`config.mk`:
```
export PLATFORM = sky130hd
export DESIGN_NAME = parking_gate_ctrl_flat
export DESIGN_NICKNAME = d
export VERILOG_FILES = /design/src/rtl/parking_gate_ctrl_if.sv /design/src/rtl/parking_gate_ctrl.sv /design/src/flat_wrapper.sv
export SDC_FILE = /design/constraint.sdc
export NUM_CORES = 1
export LEC_CHECK = 0
export BUFFER_PORTS_ARGS = -buffer_cell sky130_fd_sc_hd__buf_2
export CELL_PAD_IN_SITES_DETAIL_PLACEMENT = 0
export CELL_PAD_IN_SITES_GLOBAL_PLACEMENT = 1
export CORE_MARGIN = 2
export CORE_UTILIZATION = 44
export DETAILED_ROUTE_END_ITERATION = 16
export PLACE_DENSITY = 0.95
export SYNTH_ARGS = -nofsm -noshare
export SYNTH_HDL_FRONTEND = slang
export SYNTH_SLANG_ARGS = --single-unit
```
`constraint.sdc`:
```
create_clock -name clk -period 3.6 [get_ports clk]
set_input_delay 0 -clock clk [delete_from_list [all_inputs] [get_ports clk]]
set_output_delay 0 -clock clk [all_outputs]
set_load 0.005 [all_outputs]
```
`src/rtl/parking_gate_ctrl_if.sv`:
```
// Entrance-gate bus: car sensors, keypad strobe/code and the gate status outputs.
//   master : environment side (drives sensors/keypad, observes lights and status)
//   slave  : controller side (observes sensors/keypad, drives lights and status)
interface parking_gate_ctrl_if;
  logic       sensor_entrance;
  logic       sensor_gate;
  logic       car_leave;
  logic       pass_valid;
  logic [7:0] pass_code;
  logic       red;
  logic       green;
  logic       gate_open;
  logic       lockout;
  logic       full;
  logic [3:0] occupancy;
  logic [1:0] wrong_cnt;

  modport master (
    output sensor_entrance, sensor_gate, car_leave, pass_valid, pass_code,
    input  red, green, gate_open, lockout, full, occupancy, wrong_cnt
  );

  modport slave (
    input  sensor_entrance, sensor_gate, car_leave, pass_valid, pass_code,
    output red, green, gate_open, lockout, full, occupancy, wrong_cnt
  );
endinterface

```
`src/rtl/parking_gate_ctrl.sv`:
```
// Parking entrance-gate controller: detects an arriving car, checks the keypad
// code, opens the barrier, tracks lot occupancy and drives the entrance lights.
// Ports:
//   clk     : system clock, rising edge
//   reset   : synchronous active-high reset
//   gate_if : slave side of parking_gate_ctrl_if (sensors, keypad, lights, status)
// All outputs are registers; red feeds a penalty timer and must be glitch-free.
module parking_gate_ctrl #(
  parameter logic [7:0]  PASSWORD     = 8'hA5,
  parameter int unsigned CAPACITY     = 8,
  parameter int unsigned MAX_TRIES    = 3,
  parameter int unsigned LOCK_CYCLES  = 10,
  parameter int unsigned WAIT_TIMEOUT = 20
) (
  input logic                 clk,
  input logic                 reset,
  parking_gate_ctrl_if.slave  gate_if
);

  localparam int unsigned OCC_W  = 4;
  localparam int unsigned WCNT_W = 2;
  localparam int unsigned WAIT_W = (WAIT_TIMEOUT > 1) ? $clog2(WAIT_TIMEOUT) : 1;
  localparam int unsigned LOCK_W = (LOCK_CYCLES > 1) ? $clog2(LOCK_CYCLES) : 1;

  localparam logic [2:0] S_IDLE       = 3'd0;
  localparam logic [2:0] S_WAIT_PASS  = 3'd1;
  localparam logic [2:0] S_WRONG_PASS = 3'd2;
  localparam logic [2:0] S_RIGHT_PASS = 3'd3;
  localparam logic [2:0] S_TAILGATE   = 3'd4;
  localparam logic [2:0] S_LOCKOUT    = 3'd5;

  logic [2:0]        state_q, state_d;
  logic [WAIT_W-1:0] wait_cnt_q, wait_cnt_d;
  logic [LOCK_W-1:0] lock_cnt_q, lock_cnt_d;
  logic [WCNT_W-1:0] wrong_cnt_q, wrong_cnt_d;
  logic [OCC_W-1:0]  occ_q, occ_d;
  logic              full_q, full_d;
  logic              gate_q;
  logic              red_q, red_d;
  logic              green_q, green_d;
  logic              gate_open_q, gate_open_d;
  logic              lockout_q, lockout_d;

  logic              code_ok;
  logic              gate_evt;
  logic              wait_expired;
  logic              wait_exit;
  logic              car_in;
  logic              car_out;
  logic [WCNT_W-1:0] wrong_inc;

  assign code_ok      = (gate_if.pass_code == PASSWORD);
  assign gate_evt     = gate_if.sensor_gate & ~gate_q;
  assign wait_expired = (wait_cnt_q == WAIT_W'(WAIT_TIMEOUT - 1));
  assign wait_exit    = ~gate_if.sensor_entrance | wait_expired;
  assign wrong_inc    = wrong_cnt_q + WCNT_W'(1);

  // State register and all registered outputs
  always_ff @(posedge clk) begin
    if (reset) begin
      state_q     <= S_IDLE;
      wait_cnt_q  <= '0;
      lock_cnt_q  <= '0;
      wrong_cnt_q <= '0;
      occ_q       <= '0;
      full_q      <= 1'b0;
      gate_q      <= 1'b0;
      red_q       <= 1'b0;
      green_q     <= 1'b0;
      gate_open_q <= 1'b0;
      lockout_q   <= 1'b0;
    end else begin
      state_q     <= state_d;
      wait_cnt_q  <= wait_cnt_d;
      lock_cnt_q  <= lock_cnt_d;
      wrong_cnt_q <= wrong_cnt_d;
      occ_q       <= occ_d;
      full_q      <= full_d;
      gate_q      <= gate_if.sensor_gate;
      red_q       <= red_d;
      green_q     <= green_d;
      gate_open_q <= gate_open_d;
      lockout_q   <= lockout_d;
    end
  end

  // Next-state, counters, occupancy and output decode
  always_comb begin
    state_d     = state_q;
    wait_cnt_d  = wait_cnt_q;
    lock_cnt_d  = lock_cnt_q;
    wrong_cnt_d = wrong_cnt_q;
    car_in      = 1'b0;

    case (state_q)
      S_IDLE: begin
        wrong_cnt_d = '0;
        if (gate_if.sensor_entrance && !full_q) begin
          state_d    = S_WAIT_PASS;
          wait_cnt_d = '0;
        end
      end

      S_WAIT_PASS, S_WRONG_PASS: begin
        if (gate_if.pass_valid) begin
          wait_cnt_d = '0;
          if (code_ok) begin
            state_d = S_RIGHT_PASS;
          end else begin
            // First miss loads 1; later misses count up toward the limit
            wrong_cnt_d = (state_q == S_WAIT_PASS) ? WCNT_W'(1) : wrong_inc;
            if (wrong_cnt_d == WCNT_W'(MAX_TRIES)) begin
              state_d    = S_LOCKOUT;
              lock_cnt_d = '0;
            end else begin
              state_d = S_WRONG_PASS;
            end
          end
        end else if (wait_exit) begin
          state_d     = S_IDLE;
          wrong_cnt_d = '0;
        end else begin
          wait_cnt_d = wait_cnt_q + WAIT_W'(1);
        end
      end

      S_RIGHT_PASS: begin
        if (gate_evt) begin
          car_in      = 1'b1;
          wrong_cnt_d = '0;
          state_d     = gate_if.sensor_entrance ? S_TAILGATE : S_IDLE;
        end
      end

      S_TAILGATE: begin
        if (gate_if.pass_valid) begin
          if (code_ok) begin
            state_d = S_RIGHT_PASS;
          end else begin
            wrong_cnt_d = WCNT_W'(1);
            wait_cnt_d  = '0;
            if (MAX_TRIES == 1) begin
              state_d    = S_LOCKOUT;
              lock_cnt_d = '0;
            end else begin
              state_d = S_WRONG_PASS;
            end
          end
        end else if (!gate_if.sensor_entrance) begin
          state_d     = S_IDLE;
          wrong_cnt_d = '0;
        end
      end

      S_LOCKOUT: begin
        if (lock_cnt_q == LOCK_W'(LOCK_CYCLES - 1)) begin
          state_d     = S_IDLE;
          wrong_cnt_d = '0;
          lock_cnt_d  = '0;
        end else begin
          lock_cnt_d = lock_cnt_q + LOCK_W'(1);
        end
      end

      default: begin
        state_d     = S_IDLE;
        wrong_cnt_d = '0;
      end
    endcase

    // Arrival and departure in the same cycle cancel; departures at 0 are dropped
    car_out = gate_if.car_leave && (occ_q != '0);
    occ_d   = occ_q;
    if (car_in && car_out) begin
      occ_d = occ_q;
    end else if (car_in && (occ_q != OCC_W'(CAPACITY))) begin
      occ_d = occ_q + OCC_W'(1);
    end else if (car_out) begin
      occ_d = occ_q - OCC_W'(1);
    end
    full_d = (occ_d == OCC_W'(CAPACITY));

    // Lights decoded from the next state so they align with the state register
    red_d       = (state_d == S_WAIT_PASS) || (state_d == S_WRONG_PASS) ||
                  (state_d == S_TAILGATE)  || (state_d == S_LOCKOUT);
    green_d     = (state_d == S_RIGHT_PASS);
    gate_open_d = (state_d == S_RIGHT_PASS);
    lockout_d   = (state_d == S_LOCKOUT);
  end

  assign gate_if.red       = red_q;
  assign gate_if.green     = green_q;
  assign gate_if.gate_open = gate_open_q;
  assign gate_if.lockout   = lockout_q;
  assign gate_if.full      = full_q;
  assign gate_if.occupancy = occ_q;
  assign gate_if.wrong_cnt = wrong_cnt_q;

endmodule
```
`src/flat_wrapper.sv`:
```
// flat-port wrapper written by rule: the top's interface ports become plain ports
module parking_gate_ctrl_flat 
#(
  parameter logic [7:0]  PASSWORD     = 8'hA5,
  parameter int unsigned CAPACITY     = 8,
  parameter int unsigned MAX_TRIES    = 3,
  parameter int unsigned LOCK_CYCLES  = 10,
  parameter int unsigned WAIT_TIMEOUT = 20
)
  (clk, reset, gate_if_sensor_entrance, gate_if_sensor_gate, gate_if_car_leave, gate_if_pass_valid, gate_if_pass_code, gate_if_red, gate_if_green, gate_if_gate_open, gate_if_lockout, gate_if_full, gate_if_occupancy, gate_if_wrong_cnt);
  parking_gate_ctrl_if gate_if_i ();
  input logic clk;
  input logic reset;
  input wire logic [$bits(gate_if_i.sensor_entrance)-1:0] gate_if_sensor_entrance;
  input wire logic [$bits(gate_if_i.sensor_gate)-1:0] gate_if_sensor_gate;
  input wire logic [$bits(gate_if_i.car_leave)-1:0] gate_if_car_leave;
  input wire logic [$bits(gate_if_i.pass_valid)-1:0] gate_if_pass_valid;
  input wire logic [$bits(gate_if_i.pass_code)-1:0] gate_if_pass_code;
  output wire logic [$bits(gate_if_i.red)-1:0] gate_if_red;
  output wire logic [$bits(gate_if_i.green)-1:0] gate_if_green;
  output wire logic [$bits(gate_if_i.gate_open)-1:0] gate_if_gate_open;
  output wire logic [$bits(gate_if_i.lockout)-1:0] gate_if_lockout;
  output wire logic [$bits(gate_if_i.full)-1:0] gate_if_full;
  output wire logic [$bits(gate_if_i.occupancy)-1:0] gate_if_occupancy;
  output wire logic [$bits(gate_if_i.wrong_cnt)-1:0] gate_if_wrong_cnt;
  assign gate_if_i.sensor_entrance = gate_if_sensor_entrance;
  assign gate_if_i.sensor_gate = gate_if_sensor_gate;
  assign gate_if_i.car_leave = gate_if_car_leave;
  assign gate_if_i.pass_valid = gate_if_pass_valid;
  assign gate_if_i.pass_code = gate_if_pass_code;
  assign gate_if_red = gate_if_i.red;
  assign gate_if_green = gate_if_i.green;
  assign gate_if_gate_open = gate_if_i.gate_open;
  assign gate_if_lockout = gate_if_i.lockout;
  assign gate_if_full = gate_if_i.full;
  assign gate_if_occupancy = gate_if_i.occupancy;
  assign gate_if_wrong_cnt = gate_if_i.wrong_cnt;
  parking_gate_ctrl #(.PASSWORD(PASSWORD), .CAPACITY(CAPACITY), .MAX_TRIES(MAX_TRIES), .LOCK_CYCLES(LOCK_CYCLES), .WAIT_TIMEOUT(WAIT_TIMEOUT)) u_core (.clk(clk), .reset(reset), .gate_if(gate_if_i));
endmodule
```
==> metrics.log <==
[metrics] result of the run: finished clean
[metrics] number of nets in the layout: 223
[metrics] path class of the lowest-slack min-delay path: input port to flop
[metrics] number of antenna violations at the first check in global routing: 0
[metrics] Starting Density: 45.7%
[metrics] fraction of registers with async set/reset: 0%
[metrics] floorplan die width: 62.9 µm
[metrics] synthesized netlist net count: 202
[metrics] Via density: 5.56
[metrics] maximum achievable frequency: 469 MHz
[metrics] arrival time at the worst endpoint: around 2.4 ns
[metrics] unrepaired setup endpoints after global routing: no
[metrics] Post-Syn Area per Cell: 8.33 µm²
[metrics] Vias: 1385
[metrics] number of remaining DRC errors: 0
[metrics] setup violators final: 0
[metrics] critical path start-end classification: flop to flop
[metrics] worst reg2reg path endpoint: u_core.gate_if.wrong_cnt[1]
[metrics] final critical-path share of the clock period: 59.2%
[metrics] number of global-route vias before repair: 1290
[metrics] number of enable flip-flop cells after synthesis: 0
[metrics] post-CTS repair timing setup buffer count: 0
[metrics] maximum number of pins on one net before global-route repair: 19
[metrics] post-synthesis register bit count: 23
[metrics] Max Slew Vio Count: 0
[metrics] post-route setup slack: 1.47 ns
[metrics] prevailing post-synth register cell: dfxtp_1
[metrics] sequential share of the synthesized area: a little over 30%
[metrics] number of maximum-capacitance violations: 0
[metrics] clock insertion delay at the later pin of the skew report: slightly above 0.3 ns
[metrics] tightest slew margin relative to the limit: between 60% and 70%
[metrics] start point of the worst min-delay path: reset
[metrics] total die area: 3950 µm²
[metrics] highest ir drop seen on vdd: about 0.20 mV
[metrics] setup tns final: 0 ns
[metrics] GR Overflow Total: 0
[metrics] LEAKAGE: 0.680 nW
[metrics] worst hold stages: 2
[metrics] pwr dens: about 420 nW/µm²
[metrics] Overall Global Routing Usage: 17.9%
[metrics] IO Count: 25
[metrics] drt pass-1 iters: 4
[metrics] detailed-route wire length per cell: 13.2 µm
[metrics] post-synth cell types: 54
[metrics] number of core rows: 21
[metrics] overall routed net length: about 3.3 mm
[metrics] hold worst-path end: u_core.lock_cnt_q[0]
[metrics] area of combinational cells with multiple inputs: 982 µm²
[metrics] Clock Skew: 0.00416 ns
[metrics] TritonCTS clock tree: done
[metrics] final critical delay including setup and external delays: 2.13 ns
[metrics] launching element type of the critical path: flop
[metrics] leading cell type by number of instances after synthesis: dfxtp_1
[metrics] ant diodes: 0
[metrics] number of cells on the worst reg-to-reg path: 5
[metrics] detailed router's first-iteration violation count: 75
[metrics] most used standard cells in the synthesized netlist: dfxtp_1, nor2_1, a21oi_1
[metrics] biggest fanout along the worst timing path: 15
[metrics] Die Y-Extent: approximately 63 µm
[metrics] TritonCTS Sinks: 23
[metrics] Data required, critical path: a little under 4 ns
[metrics] number of hold violations in the final report: 0
[metrics] CTS H-Tree Depth: 1
[metrics] number of gates resized after CTS: 0
[metrics] clock slew at reported path FFs: 0.13 ns
[metrics] warning count from the yosys run: 0
[metrics] worst slack after detailed placement: roughly 1.5 ns
[metrics] TritonCTS Buffers: 3
[metrics] area of the mapped netlist: 1520 µm²
[metrics] RR Startpoint: u_core.state_q[0]
[metrics] instance count of the mapped netlist: 183
[metrics] first-pass GRT wire length: 5.80 mm
[metrics] layout cell share with drive strength beyond 1: between 10% and 20%
[metrics] Clock Path Buffers: 2
[metrics] Worst-Margin Slew: ~0.55 ns
[metrics] biggest area contributors in the synthesized netlist: dfxtp_1, a21oi_1, nor2_1
[metrics] R2R Setup Slk: 1.47 ns
[metrics] area fraction of the dominant cell type after synthesis: 30.2%
[metrics] area delta synth->final: 11.2%
[metrics] library cell occupying the most area in the post-synthesis netlist: dfxtp_1
[metrics] Filler cells: 349
[metrics] placed wire-length estimate after detailed placement: 2.42 mm
[metrics] number of antenna-violating nets in the routed design: 0
[metrics] PortBufs: 24
[metrics] FF+latch area: about 460 µm²
[metrics] Crit. End Element: flop
[metrics] CTS root buffer: clkbuf_4
[metrics] Floorplan Core Area: 3340 µm²
[metrics] RePlAce Congestion: 0.914
[sequential cells by signal, summed over array words and instances, names as in the netlist, 2 cells and up]
| signal | cells |
|---|---|
| u_core.wait_cnt_q | 5 |
| u_core.gate_if.occupancy | 4 |
| u_core.lock_cnt_q | 4 |
| u_core.state_q | 3 |
| u_core.gate_if.wrong_cnt | 2 |
[power by group]
group / switching, mW / leakage [nW] / total, mW / internal, mW
clock: 0.0786 / 0.0150 / 0.122 / 0.0433
sequential: 0.0410 / 0.187 / 0.322 / 0.281
combinational: 0.139 / 0.478 / 0.265 / 0.126
total: 0.259 / 0.680 / 0.709 / 0.450
[how the worst max path moves through the flow]
| stage | startpoint | end | slack (ns) | cells after the start |
|---|---|---|---|---|
| global placement | u_core.state_q[1] | u_core.gate_if.wrong_cnt[1] | 1.51 | 5 |
| detailed placement | u_core.state_q[1] | u_core.gate_if.wrong_cnt[1] | 1.53 | 5 |
| CTS | u_core.state_q[0] | u_core.gate_if.wrong_cnt[1] | 1.46 | 5 |
| finish | u_core.state_q[0] | u_core.gate_if.wrong_cnt[1] | 1.47 | 5 |
| floorplan | u_core.gate_if.occupancy[1] | u_core.gate_if.full | 1.80 | 8 |
| global route | u_core.state_q[1] | u_core.gate_if.wrong_cnt[1] | 1.30 | 5 |
[layout make-up]
cell class / count / share of cell area, %
tap: 46 / 3.40
multi-input combinational: 141 / 58.0
inverter: 10 / 2.22
sequential: 23 / 27.2
timing repair buffer: 25 / 7.68
clock buffer: 4 / 1.55
[worst max-delay path: stages (launching register included)]
cell	delay, ns
dfxtp_1	0.65
or3b_2	0.25
o21ai_1	0.10
a311o_1	0.41
or4_1	0.50
o22ai_1	0.15
[metal layers]
layer | GRT usage (%) | routed length, µm
met1 | 23.0 | 1560
met2 | 29.6 | 1490
met3 | 2.16 | 135
met4 | 9.17 | 113
met5 | 0 | 0
[what timing repair did]
action / in CTS / in global routing
endpoints found under the hold margin: 1 / 0
setup endpoints to repair: 0 / 0
hold buffers: 1 / 0
[logic make-up (layout without fill, tap and decap cells)]
family,count (synthesis),after routing,share of synthesized area (%)
AOI/OAI and AO/OA,55,55,25.7
xor gates and xnor gates,3,3,2.22
adders and majority gates,5,5,4.11
buffers and inverters,19,39,5.34
DFF,23,23,30.2
muxes,3,3,2.05
and+or+nand+nor,75,75,30.4
[placed cells by master (no fill, tap or decap), types with 3 or more instances in the layout]
cell and count:
a21o_1 3, a21oi_1 16, and2_1 3, and3_1 3, and3b_1 3, buf_2 24
clkbuf_4 3, dfxtp_1 23, ha_1 5, inv_1 10, nand2_1 4, nand2b_1 7
nand3_1 6, nand4_1 3, nor2_1 17, nor2b_1 8, nor3_1 4, nor3b_1 3
o21ai_0 7, or4bb_1 3
[metrics by stage]
stage               power [mW]  hold WS, ns  cells  utilization (%)  instance area, µm²
detailed placement       0.586        0.248    244             49.7                1660
global placement         0.588        0.238    244             49.7                1660
floorplan                0.525        0.128    183                -                1520
global route             0.763       0.0547    249             50.8                1690
CTS                      0.712       0.0465    249             50.8                1690
finish                   0.709       0.0514    249             50.8                1690
Power figures use the tool's default switching activity.
